==> src/rtl/alu_wb_buffer.sv <==
// Purpose: buffers ALU results in an in-order FIFO and drains them to the PRF write port, ROB and BPU.
// Latency: an entry pushed at edge t is at the head and can complete at t+1. Optional macro: ALU_WB_PERF_CNT_EN.
// Backpressure: alu_stall_o is raised from registers when the FIFO is full; the head waits for a PRF grant.
module alu_wb_buffer #(
  parameter int XLEN                 = 64,
  parameter int PHY_REG_ADDR_WIDTH   = 6,
  parameter int ROB_INDEX_WIDTH      = 4,
  parameter int VIRTUAL_ADDR_LEN     = 39,
  parameter int EXCEPTION_CODE_WIDTH = 4,
  parameter int DEPTH                = 4
) (
  input  logic                            clk,
  input  logic                            rstn,
  input  logic                            flush,
  input  logic                            alu_done_i,
  input  logic [PHY_REG_ADDR_WIDTH-1:0]   alu_rd_addr_i,
  input  logic [ROB_INDEX_WIDTH-1:0]      alu_rob_index_i,
  input  logic [XLEN-1:0]                 alu_result_i,
  input  logic                            alu_cmp_result_i,
  input  logic                            alu_jump_i,
  input  logic                            alu_branch_i,
  input  logic [VIRTUAL_ADDR_LEN-1:0]     alu_pc_i,
  input  logic [VIRTUAL_ADDR_LEN-1:0]     alu_next_pc_i,
  input  logic                            alu_exception_valid_i,
  input  logic [EXCEPTION_CODE_WIDTH-1:0] alu_ecause_i,
  output logic                            alu_stall_o,
  output logic                            prf_wr_req_o,
  input  logic                            prf_wr_grant_i,
  output logic [PHY_REG_ADDR_WIDTH-1:0]   prf_wr_addr_o,
  output logic [XLEN-1:0]                 prf_wr_data_o,
  output logic                            rob_cmp_valid_o,
  output logic [ROB_INDEX_WIDTH-1:0]      rob_cmp_index_o,
  output logic                            rob_cmp_exception_o,
  output logic [EXCEPTION_CODE_WIDTH-1:0] rob_cmp_ecause_o,
  output logic                            bpu_update_valid_o,
  output logic                            bpu_jump_o,
  output logic                            bpu_taken_o,
  output logic [VIRTUAL_ADDR_LEN-1:0]     bpu_pc_o,
  output logic [VIRTUAL_ADDR_LEN-1:0]     bpu_target_o
`ifdef ALU_WB_PERF_CNT_EN
  ,
  output logic [31:0]                     perf_stall_cycles_o,
  output logic [31:0]                     perf_completed_o
`endif
);

  localparam int AW = $clog2(DEPTH);
  localparam logic [AW:0]   FULL_CNT = (AW+1)'(DEPTH);
  localparam logic [AW:0]   CNT_ONE  = (AW+1)'(1);
  localparam logic [AW-1:0] PTR_ONE  = AW'(1);

  typedef struct packed {
    logic [PHY_REG_ADDR_WIDTH-1:0]   rd;
    logic [ROB_INDEX_WIDTH-1:0]      rob;
    logic [XLEN-1:0]                 result;
    logic                            cmp;
    logic                            jump;
    logic                            branch;
    logic [VIRTUAL_ADDR_LEN-1:0]     pc;
    logic [VIRTUAL_ADDR_LEN-1:0]     next_pc;
    logic                            exc;
    logic [EXCEPTION_CODE_WIDTH-1:0] ecause;
  } entry_t;

  entry_t          mem_q [DEPTH];
  entry_t          head;
  logic [AW-1:0]   rptr_q, rptr_d, wptr_q, wptr_d;
  logic [AW:0]     count_q, count_d;
  logic            hv, wn, push, pop;

  // Stall comes straight from the occupancy register so the ALU sees no input-to-stall path.
  assign alu_stall_o = (count_q == FULL_CNT);

  // Head decode, handshake qualification and all drain-side outputs.
  always_comb begin
    prf_wr_req_o        = 1'b0;
    prf_wr_addr_o       = '0;
    prf_wr_data_o       = '0;
    rob_cmp_valid_o     = 1'b0;
    rob_cmp_index_o     = '0;
    rob_cmp_exception_o = 1'b0;
    rob_cmp_ecause_o    = '0;
    bpu_update_valid_o  = 1'b0;
    bpu_jump_o          = 1'b0;
    bpu_taken_o         = 1'b0;
    bpu_pc_o            = '0;
    bpu_target_o        = '0;

    head = mem_q[rptr_q];
    hv   = (count_q != '0);
    wn   = hv & ~head.exc & (head.rd != '0);
    push = alu_done_i & ~alu_stall_o & ~flush;
    // A grant offered while the head needs no write is simply ignored.
    pop  = hv & (~wn | prf_wr_grant_i) & ~flush;

    // Request is withheld during flush so an arbiter cannot commit a write that is being discarded.
    prf_wr_req_o = wn & ~flush;
    if (hv) begin
      prf_wr_addr_o = head.rd;
      prf_wr_data_o = head.result;
    end

    if (pop) begin
      rob_cmp_valid_o     = 1'b1;
      rob_cmp_index_o     = head.rob;
      rob_cmp_exception_o = head.exc;
      rob_cmp_ecause_o    = head.ecause;
      // Branches still train the predictor even when they raised an exception.
      if (head.jump | head.branch) begin
        bpu_update_valid_o = 1'b1;
        bpu_jump_o         = head.jump;
        bpu_taken_o        = head.jump | (head.branch & head.cmp);
        bpu_pc_o           = head.pc;
        bpu_target_o       = head.next_pc;
      end
    end

    rptr_d  = pop  ? rptr_q + PTR_ONE : rptr_q;
    wptr_d  = push ? wptr_q + PTR_ONE : wptr_q;
    count_d = count_q;
    if (push && !pop)      count_d = count_q + CNT_ONE;
    else if (pop && !push) count_d = count_q - CNT_ONE;
  end

  // Pointer and occupancy state; flush empties the queue, dropping any ungranted write.
  always_ff @(posedge clk) begin
    if (!rstn || flush) begin
      rptr_q  <= '0;
      wptr_q  <= '0;
      count_q <= '0;
    end else begin
      rptr_q  <= rptr_d;
      wptr_q  <= wptr_d;
      count_q <= count_d;
    end
  end

  // Payload storage is not reset; validity is tracked by the pointers alone.
  always_ff @(posedge clk) begin
    if (push) begin
      mem_q[wptr_q] <= '{rd: alu_rd_addr_i, rob: alu_rob_index_i, result: alu_result_i,
                         cmp: alu_cmp_result_i, jump: alu_jump_i, branch: alu_branch_i,
                         pc: alu_pc_i, next_pc: alu_next_pc_i,
                         exc: alu_exception_valid_i, ecause: alu_ecause_i};
    end
  end

`ifdef ALU_WB_PERF_CNT_EN
  logic [31:0] perf_stall_q, perf_cmp_q;

  // Saturating event counters; only reset clears them, flush leaves them running.
  always_ff @(posedge clk) begin
    if (!rstn) begin
      perf_stall_q <= '0;
      perf_cmp_q   <= '0;
    end else begin
      if (alu_stall_o && alu_done_i && perf_stall_q != 32'hFFFF_FFFF) perf_stall_q <= perf_stall_q + 32'd1;
      if (pop && perf_cmp_q != 32'hFFFF_FFFF) perf_cmp_q <= perf_cmp_q + 32'd1;
    end
  end

  assign perf_stall_cycles_o = perf_stall_q;
  assign perf_completed_o    = perf_cmp_q;
`endif

endmodule

==> config.mk <==
export PLATFORM = sky130hd
export DESIGN_NAME = alu_wb_buffer
export DESIGN_NICKNAME = d
export VERILOG_FILES = /design/src/rtl/alu_wb_buffer.sv
export SDC_FILE = /design/constraint.sdc
export NUM_CORES = 1
export LEC_CHECK = 0
export ABC_AREA = 1
export BUFFER_PORTS_ARGS = -buffer_cell sky130_fd_sc_hd__buf_2
export CELL_PAD_IN_SITES_DETAIL_PLACEMENT = 1
export CELL_PAD_IN_SITES_GLOBAL_PLACEMENT = 1
export CORE_MARGIN = 3
export CORE_UTILIZATION = 31
export DETAILED_ROUTE_END_ITERATION = 10
export PLACE_DENSITY_LB_ADDON = 0.05
export SETUP_SLACK_MARGIN = 0.2
export SKIP_LAST_GASP = 1
export SYNTH_ARGS = -nofsm -noshare
export SYNTH_HDL_FRONTEND = slang
export SYNTH_SLANG_ARGS = --single-unit
export TNS_END_PERCENT = 100
==> constraint.sdc <==
create_clock -name clk -period 8.2 [get_ports clk]
set_input_delay 0.41 -clock clk [delete_from_list [all_inputs] [get_ports clk]]
set_output_delay 0.41 -clock clk [all_outputs]
set_load 0.02 [all_outputs]
==> results_dict.tcl <==
set metrics [dict create \
    grt_max_degree 166 \
    row_count 103 \
    min_path_type "input pin to flop" \
    drive_gt1_share_pct 19.12 \
    cts-root-buf "clkbuf_16" \
    area_delta_synth_final_pct 25.11 \
    firstDrtPassIters 4 \
    synth_nets 2060 \
    num_io_pins 328 \
    yosysTopAreaCell "edfxtp_1" \
    synth_seq_cells 649 \
    path_class "flop to primary output" \
    status "complete, no violations" \
    synthTopCellsByCount "edfxtp_1 (640), nor2_1 (393), nand2_1 (274), a21oi_1 (159), o21ai_0 (155)" \
    startpoint_type "flop" \
    start_util_pct 31.54 \
    ys_types 24 \
    placed_area_um2 27810 \
    core-area_um2 79640 \
    fin_skew_ns 0.01429 \
    synth_most_common_cell "edfxtp_1" \
    dp.final_hpwl_mm 38.94 \
    async_reset_ff_share_pct 0 \
    postCtsSetupRepairBufs 0 \
    synth_cells 1889 \
    reg2reg_depth 15 \
    drc 0 \
    post-route-min-period_ns 5.319 \
    power_density_nw_per_um2 236.8 \
    die_w_um 290.7 \
    setup_viol 0 \
    slew-limit-headroom_pct 26.25 \
    maxSlewViolCount 0 \
    portBuffers 327 \
    synth_warnings 0 \
    combPwrFrac_pct 8.7 \
    pwr-share-seq_pct 50.3 \
    netlist_area_um2 25120 \
    p_leak_nw 11.54 \
    final_nets 2500 \
    rsz0062_at_grt "false" \
    cp.required_ns 7.79 \
    grt_overflow 0 \
    path_clk_slew_ns 0.06 \
    cts_inserted_buffers 75 \
    worstSkewPairLatency_ns 0.60 \
    wl_per_cell_um 20.62 \
    antenna_found_initial 10 \
    ant_nets 0 \
    reg2reg_slack_ns 3.86 \
    cts.sinks 649 \
    synth_area_leaders "edfxtp_1 (77%), nor2_1 (5.9%), nand2_1 (4.1%)" \
    grt_pass1_vias 17420 \
    finalCritPeriodShare_pct 64.87 \
    path_max_fanout 165 \
    grt.total_usage_pct 16.58 \
    dr_total_vias 16360 \
    yosysSeqAreaShare_pct 77.22 \
    h-tree-depth 3 \
    routed_wl_mm 70.88 \
    cts_buffer_depth 3 \
    vdd_ir_drop_max_mv 0.1566 \
    power.internal_mw 5.713 \
    synth-main-ff-cell "edfxtp_1" \
    die_h_um 290.7 \
    avgViaCountPerCell 4.761 \
    netSwitchingFraction_pct 23.22 \
    hold_viol_final 0 \
    fin_area_um2 31430 \
    cts_tree "yes" \
    cp-end-kind "primary output" \
    drtIter0Drc 786 \
    clkPwrFrac_pct 41.0 \
    dieArea_um2 84490 \
    hold_ws_ns 0.04998 \
    critPathArrivalTime_ns 4.91 \
    post_cts_resized 0 \
    p_switching_mw 1.728 \
    netlist.area_leader.share_pct 76.51 \
    gp_congestion 0.7068 \
    grt_pass1_wl_mm 108.0 \
    synth-edff-count 640 \
    min_path_cells 1 \
    avgSynthCellArea_um2 13.30 \
    worst_pin_slew_ns 1.106 \
    maxCapViolCount 0 \
    max_freq_mhz 188.0 \
]
worst paths after layout:
path,endpoint,from
setup / recovery,bpu_target_o[17],flop
hold / removal,mem_q[3][46],alu_pc_i[2]
setup reg to reg,count_q[2],flop
hold reg to reg,count_q[2],count_q[2]
cell families after synthesis:
kind of cell               share of synthesized area (%)
AOI/OAI and AO/OA                                  9.454
xor gates and xnor gates                         0.06974
adders and majority gates                         0.3287
buffers and inverters                              2.351
DFF                                                77.22
and+or+nand+nor                                    10.57
critical path, cell delays in order (launching register included):
cell and delay (ns):
dfxtp_4 0.56, inv_8 0.73, buf_4 0.81, a21oi_1 0.14, o21ai_1 0.15, nand2_1 0.07
nor2_1 0.15, nand3_2 0.11, nand2_2 0.34, nor2_4 0.06, inv_2 0.09, buf_4 0.62
nor2_1 0.11, buf_2 0.20
flip-flops by register name, indices dropped and copies added (netlist names), named ones only:
register,flops
count_q,3
wptr_q,2
rptr_q,2
mem_q,640
metal layers:
| layer | vias to the layer above | GRT usage [%] | part of all wire (%) |
|---|---|---|---|
| li1 | 7732 | - | - |
| met1 | 8234 | 21.32 | 45 |
| met2 | 292 | 28.27 | 49 |
| met3 | 104 | 3.416 | 4.0 |
| met4 | 2 | 4.820 | 2.6 |
| met5 | - | 0 | 0.018 |
repair_timing:
| action | in CTS | in global routing |
|---|---|---|
| endpoints found under the setup margin | 0 | 0 |
| hold buffers | 138 | 0 |
| endpoints found under the hold margin | 537 | 0 |
layout make-up:
class	count	area, µm²
Fill cell	8420	48220
Sequential cell	649	19410
Multi-Input combinational cell	1097	5166
Timing Repair Buffer	484	3211
Clock buffer	100	2013
Tap cell	1050	1314
Clock inverter	28	202.7
Inverter	22	97.59
Antenna cell	7	17.52
cell usage in the layout (no fill, tap or decap), types with 2 or more instances in the layout:
| cell type | synthesis | routed |
|---|---|---|
| edfxtp_1 | 640 | 640 |
| nor2_1 | 393 | 389 |
| buf_2 | 25 | 327 |
| nand2_1 | 274 | 274 |
| a21oi_1 | 159 | 159 |
| o21ai_0 | 155 | 155 |
| dlygate4sd3_1 | 0 | 138 |
| a32o_1 | 78 | 78 |
| clkbuf_16 | 0 | 77 |
| clkbuf_1 | 85 | 23 |
| inv_1 | 20 | 19 |
| clkinv_1 | 0 | 17 |
| buf_4 | 0 | 15 |
| nand3_1 | 13 | 13 |
| nor2_2 | 8 | 8 |
| diode_2 | 0 | 7 |
| dfxtp_1 | 9 | 7 |
| nor2_4 | 1 | 5 |
| ha_1 | 5 | 5 |
| clkinv_2 | 0 | 4 |
| buf_12 | 0 | 4 |
| inv_6 | 0 | 3 |
| inv_8 | 0 | 2 |
| o21ai_1 | 2 | 2 |
| o22ai_1 | 2 | 2 |
| xor2_1 | 2 | 2 |
| dfxtp_4 | 0 | 2 |
| clkinv_8 | 0 | 2 |
| bufinv_16 | 0 | 2 |
metrics by stage:
| step | TNS, ns | worst slack, ns | util (%) | std cells | power (mW) |
|---|---|---|---|---|---|
| final | 0 | 2.881 | 39.46 | 3437 | 7.441 |
| after global routing | 0 | 2.232 | 39.45 | 3433 | 7.758 |
| after CTS | 0 | 2.594 | 39.44 | 3430 | 7.580 |
| after detailed placement | 0 | 3.276 | 34.92 | 3164 | 4.420 |
| after global placement | 0 | 3.473 | 34.92 | 3164 | 4.412 |
| after floorplan | -26.32 | -0.04113 | - | 1889 | 4.158 |
power groups by stage:
stage,Clock [mW],Sequential (mW),Combinational [mW]
4_1_cts,3.17,3.74,0.670
6_report,3.05,3.74,0.649
2_1_floorplan,0,3.82,0.340
3_5_place_dp,0,3.81,0.609
5_1_grt,3.29,3.75,0.719
3_3_place_gp,0,3.81,0.603
Power figures use the tool's default switching activity.
